==> config.mk <==
export PLATFORM = sky130hd
export DESIGN_NAME = aes_dec_seq_flat
export DESIGN_NICKNAME = d
export VERILOG_FILES = /design/src/rtl/aes_dec_seq_if.sv /design/src/rtl/aes_dec_seq.sv /design/src/flat_wrapper.sv
export SDC_FILE = /design/constraint.sdc
export NUM_CORES = 2
export LEC_CHECK = 0
export ABC_CLOCK_PERIOD_IN_PS = 21900
export CAP_MARGIN = 20
export CORE_MARGIN = 2
export CORE_UTILIZATION = 32
export DETAILED_ROUTE_END_ITERATION = 12
export GPL_TIMING_DRIVEN = 0
export SYNTH_ARGS = -nofsm -noshare
export SYNTH_HDL_FRONTEND = slang
export SYNTH_SLANG_ARGS = --single-unit
==> constraint.sdc <==
create_clock -name clk -period 21.9 [get_ports clk]
set_input_delay 4.38 -clock clk [delete_from_list [all_inputs] [get_ports clk]]
set_output_delay 4.38 -clock clk [all_outputs]
set_load 0.005 [all_outputs]
==> src/rtl/aes_dec_seq_if.sv <==
// ============================================================================
// Module   : aes_dec_seq_if
// Purpose  : Bus bundle for the sequential AES-128 decryptor: host handshake
//            plus the links to the external key-expansion and inverse-round units.
// Revision : 1.0
// ============================================================================
`default_nettype none

interface aes_dec_seq_if;
  logic         start;
  logic         key_reuse;
  logic [127:0] key_in;
  logic [127:0] ct_in;
  logic         busy;
  logic         done;
  logic [127:0] pt_out;
  logic [3:0]   ke_round_o;
  logic [127:0] ke_key_o;
  logic [127:0] ke_key_i;
  logic [127:0] rnd_state_o;
  logic [127:0] rnd_key_o;
  logic         rnd_last_o;
  logic [127:0] rnd_state_i;

  modport slave (
    input  start, key_reuse, key_in, ct_in, ke_key_i, rnd_state_i,
    output busy, done, pt_out, ke_round_o, ke_key_o, rnd_state_o, rnd_key_o, rnd_last_o
  );

  modport master (
    output start, key_reuse, key_in, ct_in, ke_key_i, rnd_state_i,
    input  busy, done, pt_out, ke_round_o, ke_key_o, rnd_state_o, rnd_key_o, rnd_last_o
  );
endinterface

`default_nettype wire

==> src/rtl/aes_dec_seq.sv <==
// ============================================================================
// Module   : aes_dec_seq
// Purpose  : Iterative AES-128 decryption sequencer with a stored, reusable
//            key schedule; the round datapaths live outside this block.
// Revision : 1.0
// ============================================================================
`default_nettype none

module aes_dec_seq (
  input  logic          clk,
  input  logic          rst,
  aes_dec_seq_if.slave  bus
);

  localparam logic [3:0] LAST_RK     = 4'd10;
  localparam logic [3:0] FIRST_ROUND = 4'd9;

  typedef enum logic [2:0] {
    IDLE  = 3'd0,
    KEXP  = 3'd1,
    INIT  = 3'd2,
    ROUND = 3'd3,
    DONE  = 3'd4
  } state_e;

  state_e       state_q, state_d;
  logic [3:0]   cnt_q, cnt_d;
  logic [127:0] data_q, data_d;
  logic [127:0] pt_q, pt_d;
  logic         sched_valid_q, sched_valid_d;
  logic [127:0] slot_q [0:10];

  logic         slot_we;
  logic [3:0]   slot_waddr;
  logic [127:0] slot_wdata;
  logic         reuse_hit;

  assign reuse_hit  = bus.key_reuse && sched_valid_q && (bus.key_in == slot_q[0]);
  assign bus.pt_out = pt_q;

  always_comb begin
    state_d         = state_q;
    cnt_d           = cnt_q;
    data_d          = data_q;
    pt_d            = pt_q;
    sched_valid_d   = sched_valid_q;
    slot_we         = 1'b0;
    slot_waddr      = 4'd0;
    slot_wdata      = '0;
    bus.busy        = 1'b0;
    bus.done        = 1'b0;
    bus.ke_round_o  = 4'd0;
    bus.ke_key_o    = '0;
    bus.rnd_state_o = '0;
    bus.rnd_key_o   = '0;
    bus.rnd_last_o  = 1'b0;

    case (state_q)
      IDLE, DONE: begin
        bus.done = (state_q == DONE);
        if (bus.start) begin
          slot_we    = 1'b1;
          slot_waddr = 4'd0;
          slot_wdata = bus.key_in;
          data_d     = bus.ct_in;
          if (reuse_hit) begin
            state_d = INIT;
          end else begin
            // Slot 0 is being overwritten, so the old schedule is no longer coherent
            state_d       = KEXP;
            cnt_d         = 4'd1;
            sched_valid_d = 1'b0;
          end
        end else begin
          state_d = IDLE;
          cnt_d   = 4'd0;
        end
      end

      KEXP: begin
        bus.busy       = 1'b1;
        bus.ke_round_o = cnt_q;
        bus.ke_key_o   = slot_q[cnt_q - 4'd1];
        slot_we        = 1'b1;
        slot_waddr     = cnt_q;
        slot_wdata     = bus.ke_key_i;
        if (cnt_q == LAST_RK) begin
          sched_valid_d = 1'b1;
          state_d       = INIT;
        end else begin
          cnt_d = cnt_q + 4'd1;
        end
      end

      INIT: begin
        bus.busy = 1'b1;
        data_d   = data_q ^ slot_q[10];
        cnt_d    = FIRST_ROUND;
        state_d  = ROUND;
      end

      ROUND: begin
        bus.busy        = 1'b1;
        bus.rnd_state_o = data_q;
        bus.rnd_key_o   = slot_q[cnt_q];
        bus.rnd_last_o  = (cnt_q == 4'd0);
        data_d          = bus.rnd_state_i;
        if (cnt_q == 4'd0) begin
          pt_d    = bus.rnd_state_i;
          state_d = DONE;
        end else begin
          cnt_d = cnt_q - 4'd1;
        end
      end

      default: begin
        state_d = IDLE;
        cnt_d   = 4'd0;
      end
    endcase
  end

  always_ff @(posedge clk) begin
    if (rst) begin
      state_q       <= IDLE;
      cnt_q         <= 4'd0;
      data_q        <= '0;
      pt_q          <= '0;
      sched_valid_q <= 1'b0;
    end else begin
      state_q       <= state_d;
      cnt_q         <= cnt_d;
      data_q        <= data_d;
      pt_q          <= pt_d;
      sched_valid_q <= sched_valid_d;
    end
  end

  // Schedule storage is left uninitialised; sched_valid_q guards its use
  always_ff @(posedge clk) begin
    if (slot_we && !rst) begin
      slot_q[slot_waddr] <= slot_wdata;
    end
  end

endmodule

`default_nettype wire

==> src/flat_wrapper.sv <==
// flat-port wrapper written by rule: the top's interface ports become plain ports
module aes_dec_seq_flat 
  (clk, rst, bus_start, bus_key_reuse, bus_key_in, bus_ct_in, bus_ke_key_i, bus_rnd_state_i, bus_busy, bus_done, bus_pt_out, bus_ke_round_o, bus_ke_key_o, bus_rnd_state_o, bus_rnd_key_o, bus_rnd_last_o);
  aes_dec_seq_if bus_i ();
  input  logic clk;
  input  logic rst;
  input wire logic [$bits(bus_i.start)-1:0] bus_start;
  input wire logic [$bits(bus_i.key_reuse)-1:0] bus_key_reuse;
  input wire logic [$bits(bus_i.key_in)-1:0] bus_key_in;
  input wire logic [$bits(bus_i.ct_in)-1:0] bus_ct_in;
  input wire logic [$bits(bus_i.ke_key_i)-1:0] bus_ke_key_i;
  input wire logic [$bits(bus_i.rnd_state_i)-1:0] bus_rnd_state_i;
  output wire logic [$bits(bus_i.busy)-1:0] bus_busy;
  output wire logic [$bits(bus_i.done)-1:0] bus_done;
  output wire logic [$bits(bus_i.pt_out)-1:0] bus_pt_out;
  output wire logic [$bits(bus_i.ke_round_o)-1:0] bus_ke_round_o;
  output wire logic [$bits(bus_i.ke_key_o)-1:0] bus_ke_key_o;
  output wire logic [$bits(bus_i.rnd_state_o)-1:0] bus_rnd_state_o;
  output wire logic [$bits(bus_i.rnd_key_o)-1:0] bus_rnd_key_o;
  output wire logic [$bits(bus_i.rnd_last_o)-1:0] bus_rnd_last_o;
  assign bus_i.start = bus_start;
  assign bus_i.key_reuse = bus_key_reuse;
  assign bus_i.key_in = bus_key_in;
  assign bus_i.ct_in = bus_ct_in;
  assign bus_i.ke_key_i = bus_ke_key_i;
  assign bus_i.rnd_state_i = bus_rnd_state_i;
  assign bus_busy = bus_i.busy;
  assign bus_done = bus_i.done;
  assign bus_pt_out = bus_i.pt_out;
  assign bus_ke_round_o = bus_i.ke_round_o;
  assign bus_ke_key_o = bus_i.ke_key_o;
  assign bus_rnd_state_o = bus_i.rnd_state_o;
  assign bus_rnd_key_o = bus_i.rnd_key_o;
  assign bus_rnd_last_o = bus_i.rnd_last_o;
  aes_dec_seq u_core (.clk(clk), .rst(rst), .bus(bus_i));
endmodule
==> results.ini <==
[synthesis]
syn_inst=6003
ys_ff_latch=1676
synth_area_mm2=0.0816
yosys_warnings=0
ys_async_sr_fraction_pct=0
syn-num-nets=6523
synthFlopType=edfxtp_1
ys_seq_area_share_pct=58.4
synth.avg_cell_area_um2=13.6
synthDistinctLibCells=51
synth_edf_count=1408

[worst_setup_path]
crit_path_start_kind=flop
cpLargestDelayFamily=buffers and inverters
critPathArrivalTime_ns=8.16
crit_top_cell=clkbuf_1
crit_required_ns=17.52
path_class=flop to primary output
path_cells=clkbuf_1, buf_2, buf_2, inv_1, ha_1, clkbuf_1, clkbuf_1, buf_8, clkbuf_2, buf_12, clkbuf_1, nor2_1, a21oi_1, nor2_1, a211oi_1, clkdlybuf4s50_1
cp_num_buf_inv=11
regToRegEndpoint=u_core.slot_q[9][72]
r2r_start=u_core.state_q[0]
worst-r2r-setup-slack_ns=15.73
max_stage_delay_ns=0.82
reg2reg_depth=18
cp_max_fo=10
critPathCaptureType=primary output
crit_cells=16
crit_slowest_cell=clkbuf_1

[route]
wl_per_cell_um=34.4
via_count=64100
antenna_left=0
dr.pass1.iters=9
drtIter0Drc=8549
finalWirelength_um=379000
vias_per_cell=5.82
drc=0

[cts]
cts_buffer_depth=3
cts_max_level=4
postCtsHoldBufs=0
worstSkewPairLatency_ns=0.87
postCtsSetupRepairBufs=0
cts_tree=done
cts_sinks=1676
cts.clk_slew.worst_paths_ns=0.06
ctsRootBufferMaster=clkbuf_16
cts_made_buffers=186
cts_resized=0

[grt]
track_usage_pct=28.3
grt_pass1_vias=62500
antenna_found_initial=103
globalRouteOverflowTotal=0
grt_max_degree=52
grt_pass1_wl_um=508000

[layout]
stdcell_count=11000
final_util_pct=41.3
fillCellCount=23400
nets=7939
drive_gt1_share_pct=14.8
final_cell_mix=edfxtp_1 (1,408), clkdlybuf4s50_1 (1,033), nor2_1 (654), a21oi_1 (515), mux4_2 (512)
layout_commonest_cell=edfxtp_1
synthToLayoutAreaGrowth_pct=28.5

[min_path]
worstHoldPathType=flop to flop
hold_path_depth=2
hold_end=u_core.bus.pt_out[23]
hp-start=u_core.bus.pt_out[23]

[timing]
finClkSkew_ns=0.0492
tightest_slew_ns=1.25
fin_crit_ns=12.54
fmax_mhz=79.7
fin_ws_ns=9.36
relSlewSlack_pct=16.7
rsz0062_at_grt=false
hold_viol=0
drv_slew=0
setup_viol=0
post-route-period-util_pct=57.3

[floorplan]
io_pins=1035
placement_rows=185
core_mm2=0.254
start_util_pct=32.2
die_area_mm2=0.259
die_w_um=509
fp.dieH_um=509

[power]
power.density_mw_per_mm2=75.0
vdd_drop_max_uv=71.6
p_total_mw=7.87
leakagePower_nw=34.9

[place]
dp_slack_ns=10.44
placedCellCount=10600
port_buffers=1033
gp_routability_congestion=0.913
hpwl_um=298000

[flow_run]
drv_cap=0

[outcome]
status=complete, no violations

==> how the worst max path moves through the flow <==
| stage | startpoint | end | slack, ns |
|---|---|---|---|
| after global routing | u_core.cnt_q[0] | bus_ke_key_o[56] | 9.33 |
| after CTS | u_core.cnt_q[0] | bus_ke_key_o[56] | 9.47 |
| after global placement | rst | u_core.slot_q[3][67] | -9.54 |
| final | u_core.cnt_q[0] | bus_ke_key_o[56] | 9.36 |
| after floorplan | rst | u_core.slot_q[9][0] | 4.07 |
| after detailed placement | u_core.cnt_q[0] | bus_ke_key_o[56] | 10.44 |
==> kinds of logic (layout without fill, tap and decap cells) <==
| family | after synthesis | after routing | synth area share [%] |
|---|---|---|---|
| compound gates | 1331 | 1331 | 10.9 |
| xor+xnor | 81 | 81 | 0.869 |
| fa+ha+maj | 4 | 4 | 0.0613 |
| buf+inv | 566 | 2134 | 2.76 |
| flops | 1676 | 1676 | 58.4 |
| mux | 897 | 897 | 18.8 |
| other cells | 0 | 76 | 0 |
| simple gates | 1448 | 1448 | 8.23 |
==> worst reg2reg max path: stages (launching register included) <==
cell and delay (ns):
dfxtp_1 0.30, buf_2 0.20, nor2b_1 0.15, buf_2 0.31
and2_1 0.17, clkbuf_1 0.81, clkbuf_2 0.66, nand2_1 0.18
nor4_2 0.94, buf_4 0.34, buf_4 0.20, buf_4 0.20
buf_4 0.22, buf_4 0.21, buf_4 0.21, buf_4 0.21
buf_4 0.19, buf_4 0.20, buf_4 0.18
==> synth_stat cells (all sizes together) (4+ instances only) <==
library cell | instances | share of area, %
nand3 | 5 | 0.037
a222oi | 128 | 1.6
clkbuf | 403 | 1.9
and2 | 5 | 0.038
a22o | 121 | 1.3
buf | 132 | 0.76
xnor2 | 79 | 0.85
o21ai | 143 | 0.88
nand2b | 26 | 0.20
ha | 4 | 0.061
mux4 | 512 | 14
o22ai | 5 | 0.038
dfxtp | 268 | 6.6
nor4 | 13 | 0.13
nand2 | 284 | 1.3
inv | 31 | 0.14
nor3 | 10 | 0.061
mux2i | 385 | 4.7
a21oi | 515 | 3.2
o2111ai | 8 | 0.086
nor2b | 291 | 2.2
nand4 | 21 | 0.16
nor2 | 656 | 3.0
a2111o | 11 | 0.15
edfxtp | 1408 | 52
a211oi | 385 | 3.5
and3 | 131 | 1.0
==> flip-flops by register name (all words and copies together) (netlist names), named ones only <==
register and count:
u_core.slot_q 1408, u_core.state_q 3, u_core.bus.pt_out 128, u_core.sched_valid_q 1, u_core.cnt_q 4, u_core.data_q 128
==> through the flow <==
stage	TNS, ns	hold WS, ns	cell area, µm²
4_1_cts	0	0.453	105000
6_report	0	0.453	105000
3_5_place_dp	0	0.446	98800
2_1_floorplan	0	0.453	81600
5_1_grt	0	0.465	105000
3_3_place_gp	-4364.33	0.440	96200
==> report_power, final <==
| part | leakage, nW | internal [mW] | switching, mW |
|---|---|---|---|
| sequential | 15.1 | 3.54 | 0.0394 |
| combinational | 17.0 | 0.461 | 0.717 |
| clock | 2.84 | 1.74 | 1.38 |
| total | 34.9 | 5.74 | 2.13 |
==> routing by layer <==
metal | vias to the layer above | share of wire, % | global-route usage, %
li1 | 26500 | - | -
met1 | 32800 | 38 | 35.3
met2 | 4071 | 47 | 45.1
met3 | 655 | 9.6 | 6.85
met4 | 16 | 5.3 | 15.5
met5 | - | 0.032 | 0
==> layout make-up <==
class	count	area (µm²)	area share, %
tap	3366	4210	4.01
sequential	1676	47600	45.4
clock buffer	238	4920	4.69
clock inverter	102	1070	1.02
buffer	535	2180	2.07
inverter	31	116	0.111
timing repair buffer	1228	12800	12.2
multi-input combinational	3761	31800	30.3
antenna	76	190	0.181
(Power assumes the default switching activity.)
